$ cat src/rtl/prbs_sat_counter.sv
// prbs_sat_counter: up-counter that sticks at all-ones.
//   CLK     : clock, rising edge
//   RESET_N : asynchronous active-low reset, clears the count
//   inc_i   : count up by one this cycle
//   clear_i : synchronous clear, wins over inc_i
//   count_o : current count
module prbs_sat_counter #(
  parameter int unsigned WIDTH = 32
) (
  input  logic             CLK,
  input  logic             RESET_N,
  input  logic             inc_i,
  input  logic             clear_i,
  output logic [WIDTH-1:0] count_o
);

  logic [WIDTH-1:0] count_d, count_q;

  always_comb begin
    count_d = count_q;
    if (clear_i) begin
      count_d = '0;
    end else if (inc_i && (count_q != '1)) begin
      count_d = count_q + WIDTH'(1);
    end
  end

  always_ff @(posedge CLK or negedge RESET_N) begin
    if (!RESET_N) begin
      count_q <= '0;
    end else begin
      count_q <= count_d;
    end
  end

  assign count_o = count_q;

endmodule

$ cat config.mk
export PLATFORM = sky130hd
export DESIGN_NAME = prbs_sat_counter
export DESIGN_NICKNAME = d
export VERILOG_FILES = /design/src/rtl/prbs_sat_counter.sv
export SDC_FILE = /design/constraint.sdc
export NUM_CORES = 1
export LEC_CHECK = 0
export CORE_MARGIN = 5
export CORE_UTILIZATION = 50
export CTS_CLUSTER_SIZE = 16
export DETAILED_ROUTE_END_ITERATION = 10
export HOLD_SLACK_MARGIN = 0.02
export PLACE_DENSITY_LB_ADDON = 0.1
export SLEW_MARGIN = 0
export SYNTH_ARGS = -nofsm -noshare
export SYNTH_HDL_FRONTEND = slang
export SYNTH_SLANG_ARGS = --single-unit
$ cat constraint.sdc
create_clock -name CLK -period 2.8 [get_ports CLK]
set_input_delay 0.84 -clock CLK [delete_from_list [all_inputs] [get_ports CLK]]
set_output_delay 0.84 -clock CLK [all_outputs]
set_load 0.02 [all_outputs]
==> results by group, run 1 <==
Pwr
  – Switching power: 0.208 mW
  – Switching Share: 23.4%
  – Leakage Power: 0.934 nW
  – Maximum vdd drop: 265 uV
  – Comb power frac: 5.7%
  – Pint: 0.684 mW
  – Cell Pwr Density: 378 nW/um2
  – Seq pwr share: 52.6%
  – Clock Power Share: 41.7%
  – Tot Pwr: 0.892 mW

Logic synthesis
  – Most common library cells after synthesis: 32 x dfrtp_1, 26 x nor2_1, 12 x nand3_1
  – Leading area contributor after synthesis: dfrtp_1
  – Top-area cell type share of the netlist area: 43.2%
  – Synth Area in Compound Gates: 11.9%
  – Synth unique cells: 42
  – Mapped Area: 1850 um2
  – Ys Warns: 0
  – Most common cell in the synthesized netlist: dfrtp_1
  – Asr flop ratio synth: 100%
  – Post-Synth XOR/XNOR Area: 6.14%
  – Synth area leaders: dfrtp_1 43%, nor2_1 5.3%, xnor2_1 4.7%
  – Simple-Gate Fraction of Synth Area: 30.5%
  – Post-synth EDFFs: 0
  – Largest family of logic cells by synthesized area: simple AND/OR/NAND/NOR gates
  – Post-Synthesis Cells: 198
  – Syn_nets: 203
  – Adder-cell share of the synthesized area: 0.675%
  – Sequential area share after synthesis: 43.2%
  – Most used DFF post-synth: dfrtp_1
  – Mux contribution to synthesized area: 4.39%
  – Avg Inst Size Synth: 9.37 um2
  – Synthesized flop and latch total: 32

Drt
  – Vias per cell: 5.73
  – Wire length per cell: 15.0 um
  – Drt total wl: 4.32 mm
  – Routed Antenna Nets: 0
  – Via Count: 1644
  – Drt first pass iters: 4
  – Detailed-route DRC error count: 0
  – Number of DRC markers in iteration 0: 94

Setup path
  – CP required: 2970 ps
  – WP data arrival: 2620 ps
  – CP Launch Point: inc_i
  – Crit Path Class: in2reg
  – Worst r2r src: count_o[0]
  – Largest fanout on the critical path: 12
  – Critical Path Sink Type: flip-flop
  – Critical path launch point type: primary input

Global route
  – First-pass GRT wire length: 7.53 mm
  – Initial antenna violation count: 0
  – Overall routing resource usage: 18.5%
  – Grt ovf: 0
  – Vias in the first global route: 1647
  – Largest net degree at the start of global routing: 41

STA
  – Relative slew margins: 54.7%
  – Measured slew at the worst slew-check pin: 674 ps
  – Count of final setup violators: 0
  – RSZ-0062 raised after global routing: no
  – FMAX: 408 MHz
  – Final setup TNS: 0 ps
  – Fin. Hold Viols: 0
  – Fin. max-slew vios: 0
  – Final period utilization: 87.5%
  – Tmin final: 2450 ps
  – Worst clock skew: 3.82 ps

Cells and area
  – Fin nets: 243
  – Ant diodes: 0
  – Synth-to-layout area growth: 27.5%
  – Max FFs per register: 32
  – Non-filler cells, final: 287
  – Layout fillers: 316
  – Layout cells sized above 1: 11.7%
  – Util after Layout: 65.0%

Job
  – Max_cap viols: 0

Placed design
  – Placer Congestion: 0.822
  – I/O Buffers: 35
  – Detailed Place HPWL: 3.11 mm
  – Dpl cells: 279

Clocking
  – CTS clk-pin slew, worst paths: 70 ps
  – Clk Latency, worst-skew pair: 280 ps
  – H-tree depth: 2
  – Num CTS Buffers: 5
  – Clock Tree Root: clkbuf_8
  – Post-CTS Setup Inserts: 0
  – Max Root-Sink Buffers: 2
  – CTS tree: done
  – CTS Sinks: 32
  – Cts hold-fix bufs: 0
  – Cts repair resizes: 0

Floorplan
  – I/O pin total: 36
  – Initial Util: 51.0%
  – Cell Rows: 22
  – Core Footprint: 3630 um2
  – Die Y-Extent: 70.9 um
  – Die Area: 5030 um2
  – Die Wd: 70.9 um

Worst hold path
  – Hold Path Origin: count_o[28]
  – Worst min path class: reg2reg

Status
  – Status: completed
==> logic make-up (layout without fill, tap and decap cells) <==
group,after synthesis,in the layout
buffers and inverters,14,55
XOR/XNOR,13,13
flip-flops,32,32
adder cells (fa/ha/maj),1,1
AO/OA/AOI/OAI,32,32
multiplexers,7,7
AND/OR/NAND/NOR,99,99
==> worst paths after layout <==
path / depth (start not counted) / slack, ps / to
max in group asynchronous: 2 / 1530 / count_o[8]
worst max register to register: 7 / 500 / count_o[15]
worst max-delay path: 6 / 350 / count_o[31]
worst min register to register: 2 / 600 / count_o[28]
min in group asynchronous: 2 / 970 / count_o[3]
worst min-delay path: 2 / 600 / count_o[28]
==> cell type report <==
| type | count | area, um2 | share of cell area (%) |
|---|---|---|---|
| tap | 48 | 60.1 | 2.54 |
| inverter | 7 | 26.3 | 1.11 |
| timing repair buffer | 40 | 388 | 16.4 |
| multi-input combinational | 152 | 995 | 42.1 |
| sequential | 32 | 801 | 33.9 |
| clock inverter | 1 | 7.51 | 0.318 |
| clock buffer | 7 | 86.3 | 3.65 |
==> critical path, stage by stage <==
cell and delay [ps]:
clkdlybuf4s50_1 480, and3_1 180, nand4_1 110, a21o_1 300, nor4_1 340, mux2_2 370
==> power by group through the flow <==
| stage | logic (mW) | clock network, mW | registers, mW |
|---|---|---|---|
| final | 0.0505 | 0.372 | 0.469 |
| after global routing | 0.0570 | 0.408 | 0.470 |
| after CTS | 0.0518 | 0.385 | 0.469 |
| after detailed placement | 0.0513 | 0 | 0.478 |
| after global placement | 0.0496 | 0 | 0.478 |
| after floorplan | 0.0205 | 0 | 0.481 |
==> cells in the final DEF (no fill, tap or decap), types with 2 or more instances in the layout <==
cell type / instances
o31ai_1: 3
nand2b_1: 2
nand2_1: 11
a31o_2: 2
dfrtp_1: 32
and2_1: 3
buf_4: 5
nor2_1: 26
mux2_2: 5
nand3_1: 12
a21o_1: 3
a211oi_1: 5
inv_1: 7
xor2_1: 3
and3_1: 7
nor3_1: 4
xnor2_1: 10
or4_1: 3
nand4_1: 6
o21ai_0: 4
clkdlybuf4s50_1: 35
nor4_1: 4
clkbuf_8: 6
nor2b_1: 6
a21oi_1: 11
nor4_2: 2
or3_1: 5
==> stage by stage <==
step	hold slack, ps	cell area, um2	setup WS (ps)
after global placement	570	2270	126
after CTS	598	2360	367
after detailed placement	576	2270	70.7
final	596	2360	349
after global routing	640	2360	295
after floorplan	544	1850	625
==> per-layer routing <==
metal / part of all wire (%) / track usage (%)
met5: 0 / 0
met2: 50 / 31.0
met3: 4.1 / 4.97
met1: 45 / 23.4
met4: 1.0 / 5.64
Note: power is estimated with default switching activity, not from simulation.
==> run 2, diff against run 1 <==
--- a/config.mk
+++ b/config.mk
@@ -11,6 +11,7 @@
 export DETAILED_ROUTE_END_ITERATION = 10
 export HOLD_SLACK_MARGIN = 0.02
 export PLACE_DENSITY_LB_ADDON = 0.1
+export REMOVE_ABC_BUFFERS = 1
 export SLEW_MARGIN = 0
 export SYNTH_ARGS = -nofsm -noshare
 export SYNTH_HDL_FRONTEND = slang
==> run 2 against run 1 <==
Effect of this change:
- register-to-register slack gained 40 ps
- via count is essentially flat
- critical path depth is the same
- power grew 0.89%
- non-clock buffer count is the same
- die area is the same
- clock skew grew 2.6 ps
- cell count shrank 0.35%
- sequential cell count is the same
- count of clock-buffer cells in the layout is the same
- hold slack lost 5.4 ps
- clock power grew 2%
- highest routed layer unchanged
==> results by group, run 2 (synthesized netlist as in run 1, its figures left out) <==
Pwr
  – Switching power: 0.197 mW
  – Seq pwr share: 52.2%
  – Cell Pwr Density: 381 nW/um2
  – Switching Share: 21.9%
  – Clock Power Share: 42.2%
  – Comb power frac: 5.7%
  – Maximum vdd drop: 298 uV
  – Leakage Power: 0.940 nW
  – Pint: 0.703 mW

Global route
  – Vias in the first global route: 1650
  – Grt ovf: 0
  – Initial antenna violation count: 0
  – First-pass GRT wire length: 7.31 mm
  – Largest net degree at the start of global routing: 41
  – Overall routing resource usage: 18.0%

Cells and area
  – Footprint of the multi-input gates: 995 um2
  – Max FFs per register: 32
  – Commonest cells after routing, fill and taps aside: 35 x clkdlybuf4s50_1, 32 x dfrtp_1, 26 x nor2_1
  – Util after Layout: 65.1%
  – Register area: 801 um2
  – Fin nets: 243
  – Synth-to-layout area growth: 27.6%
  – Most common library cell in the layout ignoring fill and taps: clkdlybuf4s50_1
  – Layout fillers: 308
  – Ant diodes: 0
  – Layout cells sized above 1: 11.8%

Clocking
  – Num CTS Buffers: 5
  – H-tree depth: 2
  – Clk Latency, worst-skew pair: 290 ps
  – Cts hold-fix bufs: 0
  – Max Root-Sink Buffers: 2
  – CTS tree: done
  – Cts repair resizes: 0
  – Clock Tree Root: clkbuf_8
  – CTS Sinks: 32
  – Post-CTS Setup Inserts: 0
  – CTS clk-pin slew, worst paths: 60 ps

Drt
  – Via Count: 1645
  – Routed Antenna Nets: 0
  – Detailed-route DRC error count: 0
  – Drt first pass iters: 4
  – Drt total wl: 4.20 mm
  – Vias per cell: 5.75
  – Wire length per cell: 14.7 um
  – Number of DRC markers in iteration 0: 96

Setup path
  – Crit Path Class: in2reg
  – WP data arrival: 2640 ps
  – Crit-path cells: clkdlybuf4s50_1, and3_1, nand4_1, a21o_1, nor4_1, mux2_2
  – Slowest stage cell, crit path: clkdlybuf4s50_1
  – Cell family with most CP delay: simple AND/OR/NAND/NOR gates
  – Crit path buf inv count: 1
  – Critical Path Sink Type: flip-flop
  – Largest fanout on the critical path: 14
  – CP required: 2970 ps
  – Critical path launch point type: primary input
  – Crit path largest cell delay: 480 ps

STA
  – Fin. max-slew vios: 0
  – Final setup TNS: 0 ps
  – Fin. Hold Viols: 0
  – Slack of the critical path: 329 ps
  – FMAX: 405 MHz
  – Count of final setup violators: 0
  – Tmin final: 2470 ps
  – Relative slew margins: 57.3%
  – Measured slew at the worst slew-check pin: 636 ps
  – Final period utilization: 88.2%
  – Worst clock skew: 6.43 ps
  – RSZ-0062 raised after global routing: no

Floorplan
  – Initial Util: 51.0%
  – Die Y-Extent: 70.9 um
  – I/O pin total: 36
  – Die Area: 5030 um2
  – Die Wd: 70.9 um
  – Cell Rows: 22
  – Core Footprint: 3630 um2

Status
  – Status: completed

Job
  – Max_cap viols: 0

Placed design
  – Worst slack at placement: 40.1 ps
  – I/O Buffers: 35
  – Placer Congestion: 0.859
  – Detailed Place HPWL: 3.03 mm

Worst hold path
  – Worst min path class: reg2reg
==> run 2: cell types whose count changed in the layout (fill, tap and decap cells not counted), sizes merged <==
| cell | change |
|---|---|
| clkinvlp | -1 |
==> run 2: stage by stage <==
| step | hold slack [ps] | power (mW) | instances | instance area [um2] |
|---|---|---|---|---|
| after floorplan | 544 | 0.495 | 191 | 1820 |
| after global placement | 568 | 0.528 | 279 | 2270 |
| after detailed placement | 579 | 0.530 | 279 | 2270 |
| after CTS | 596 | 0.915 | 286 | 2370 |
| after global routing | 631 | 0.937 | 286 | 2370 |
| final | 590 | 0.900 | 286 | 2370 |
==> run 2: path summary, 6_finish.rpt <==
kind | start | to | slack [ps] | cells past startpoint
setup / recovery | inc_i | count_o[31] | 330 | 6
hold / removal | count_o[28] | count_o[28] | 590 | 2
setup reg to reg | count_o[0] | count_o[19] | 540 | 6
hold reg to reg | count_o[28] | count_o[28] | 590 | 2
max in group asynchronous | RESET_N | count_o[20] | 1540 | 2
min in group asynchronous | RESET_N | count_o[0] | 960 | 2
==> run 2: final cells by class <==
| cell class | instances | share of cell area [%] |
|---|---|---|
| clock buffer | 7 | 4.07 |
| inverter | 7 | 1.11 |
| multi-input combinational | 152 | 42.0 |
| sequential | 32 | 33.8 |
| tap | 48 | 2.54 |
| timing repair buffer | 40 | 16.4 |
==> run 2: layer usage <==
| metal | part of all wire (%) | GRT usage [%] | up-vias |
|---|---|---|---|
| met1 | 44 | 22.2 | 792 |
| li1 | - | - | 792 |
| met3 | 5.7 | 4.83 | 10 |
| met5 | 0 | 0 | - |
| met2 | 48 | 29.5 | 51 |
| met4 | 2.0 | 8.14 | 0 |
==> run 2: tightest hold or removal path: stages, from the launching register on <==
cell and delay, ps:
dfrtp_1 390, xor2_1 90, nor2_1 80
==> run 2: power groups by stage <==
stage	logic, mW	clock network (mW)	registers, mW
floorplan	0.0139	0	0.481
global placement	0.0500	0	0.478
detailed placement	0.0513	0	0.478
CTS	0.0519	0.394	0.470
global route	0.0575	0.409	0.470
finish	0.0511	0.380	0.470
==> run 3, diff against run 2 <==
--- a/config.mk
+++ b/config.mk
@@ -7,9 +7,11 @@
 export LEC_CHECK = 0
 export CORE_MARGIN = 5
 export CORE_UTILIZATION = 50
+export CTS_CLUSTER_DIAMETER = 30
 export CTS_CLUSTER_SIZE = 16
 export DETAILED_ROUTE_END_ITERATION = 10
 export HOLD_SLACK_MARGIN = 0.02
+export MAX_ROUTING_LAYER = met4
 export PLACE_DENSITY_LB_ADDON = 0.1
 export REMOVE_ABC_BUFFERS = 1
 export SLEW_MARGIN = 0
==> run 3 against run 2 <==
Effect of this change:
- global-route usage increased by 0.55 points
- routed wire length about the same
- sequential share of layout area unchanged
- sequential cell count unchanged
- die area unchanged
- power about the same
- critical path type unchanged
- highest routed layer unchanged
==> results by group, run 3 (synthesized netlist as in run 1, its figures left out) <==
Status
  – Status: completed

Clocking
  – H-tree depth: 2
  – CTS Sinks: 32
  – Num CTS Buffers: 5
  – Cts repair resizes: 0
  – Cts hold-fix bufs: 0
  – CTS clk-pin slew, worst paths: 60 ps
  – CTS tree: done
  – Max Root-Sink Buffers: 2
  – Clock Tree Root: clkbuf_8
  – Clk Latency, worst-skew pair: 290 ps
  – Post-CTS Setup Inserts: 0

Cells and area
  – Post-route design area: 2370 um2
  – Fin nets: 243
  – Ant diodes: 0
  – Layout cells sized above 1: 11.8%
  – Max FFs per register: 32
  – Commonest cells after routing, fill and taps aside: 35 x clkdlybuf4s50_1, 32 x dfrtp_1, 26 x nor2_1
  – Footprint of the multi-input gates: 995 um2
  – Most common library cell in the layout ignoring fill and taps: clkdlybuf4s50_1
  – Register area: 801 um2
  – Synth-to-layout area growth: 27.6%
  – Layout fillers: 308
  – Util after Layout: 65.1%
  – Non-filler cells, final: 286

Floorplan
  – Die Wd: 70.9 um
  – Die Y-Extent: 70.9 um
  – Cell Rows: 22
  – Core Footprint: 3630 um2
  – I/O pin total: 36
  – Initial Util: 51.0%
  – Die Area: 5030 um2

Placed design
  – I/O Buffers: 35
  – Dpl cell area: 2270 um2
  – Placer Congestion: 0.873
  – Detailed Place HPWL: 3.03 mm
  – Dpl cells: 279

STA
  – Count of final setup violators: 0
  – Tmin final: 2470 ps
  – Relative slew margins: 57.5%
  – RSZ-0062 raised after global routing: no
  – Final setup TNS: 0 ps
  – Final period utilization: 88.2%
  – Worst clock skew: 6.48 ps
  – Fin. max-slew vios: 0
  – FMAX: 405 MHz
  – Measured slew at the worst slew-check pin: 632 ps
  – Fin. Hold Viols: 0

Pwr
  – Cell Pwr Density: 381 nW/um2
  – Leakage Power: 0.940 nW
  – Tot Pwr: 0.900 mW
  – Maximum vdd drop: 298 uV

Setup path
  – CP required: 2970 ps
  – Crit path largest cell delay: 480 ps
  – Slowest stage cell, crit path: clkdlybuf4s50_1
  – Cell family with most CP delay: simple AND/OR/NAND/NOR gates
  – Crit Path Class: in2reg
  – Critical path launch point type: primary input
  – Crit path buf inv count: 1
  – Critical Path Sink Type: flip-flop
  – Largest fanout on the critical path: 14
  – Crit-path cells: clkdlybuf4s50_1, and3_1, nand4_1, a21o_1, nor4_1, mux2_2
  – WP data arrival: 2640 ps

Drt
  – Drt first pass iters: 4
  – Wire length per cell: 14.7 um
  – Via Count: 1641
  – Vias per cell: 5.74
  – Number of DRC markers in iteration 0: 96
  – Routed Antenna Nets: 0
  – Drt total wl: 4.20 mm
  – Detailed-route DRC error count: 0

Global route
  – Vias in the first global route: 1650
  – Largest net degree at the start of global routing: 41
  – Initial antenna violation count: 0
  – Overall routing resource usage: 18.5%
  – Grt ovf: 0
  – First-pass GRT wire length: 7.31 mm

Worst hold path
  – Worst min path class: reg2reg

Job
  – Max_cap viols: 0
## run 3: worst paths after layout
check / startpoint / end / slack [ps] / cells past startpoint
worst min-delay path: count_o[28] / count_o[28] / 590 / 2
worst max-delay path: inc_i / count_o[31] / 330 / 6
worst min register to register: count_o[28] / count_o[28] / 590 / 2
worst max register to register: count_o[0] / count_o[19] / 540 / 6
max in group asynchronous: RESET_N / count_o[20] / 1540 / 2
min in group asynchronous: RESET_N / count_o[0] / 960 / 2
## run 3: power breakdown
part | internal (mW) | switching (mW)
Combinational | 0.0192 | 0.0319
Sequential | 0.465 | 0.00422
Clock | 0.219 | 0.161
Total | 0.703 | 0.197
## run 3: final cells by class
class / instances / share of cell area, %
clock buffer: 7 / 4.07
inverter: 7 / 1.11
multi-input combinational: 152 / 42.0
sequential: 32 / 33.8
tap: 48 / 2.54
timing repair buffer: 40 / 16.4
## run 3: worst register-to-register path: cells and delay by family, from the launching register on
family	cells	cell delay (ps)
simple gates	3	730
fa+ha+maj	1	250
compound gates	1	450
flops	1	420
mux	1	290
## run 3: per-layer routing
layer	global-route usage [%]	share of wire, %
met1	22.3	45
met3	4.69	5.2
met4	8.14	2.0
met2	29.5	48
met5	-	0
## run 3: per-stage QoR
step | hold slack [ps] | setup slack [ps]
2_1_floorplan | 544 | 605
3_3_place_gp | 568 | 96.7
3_5_place_dp | 579 | 40.1
4_1_cts | 596 | 344
5_1_grt | 631 | 239
6_report | 590 | 329
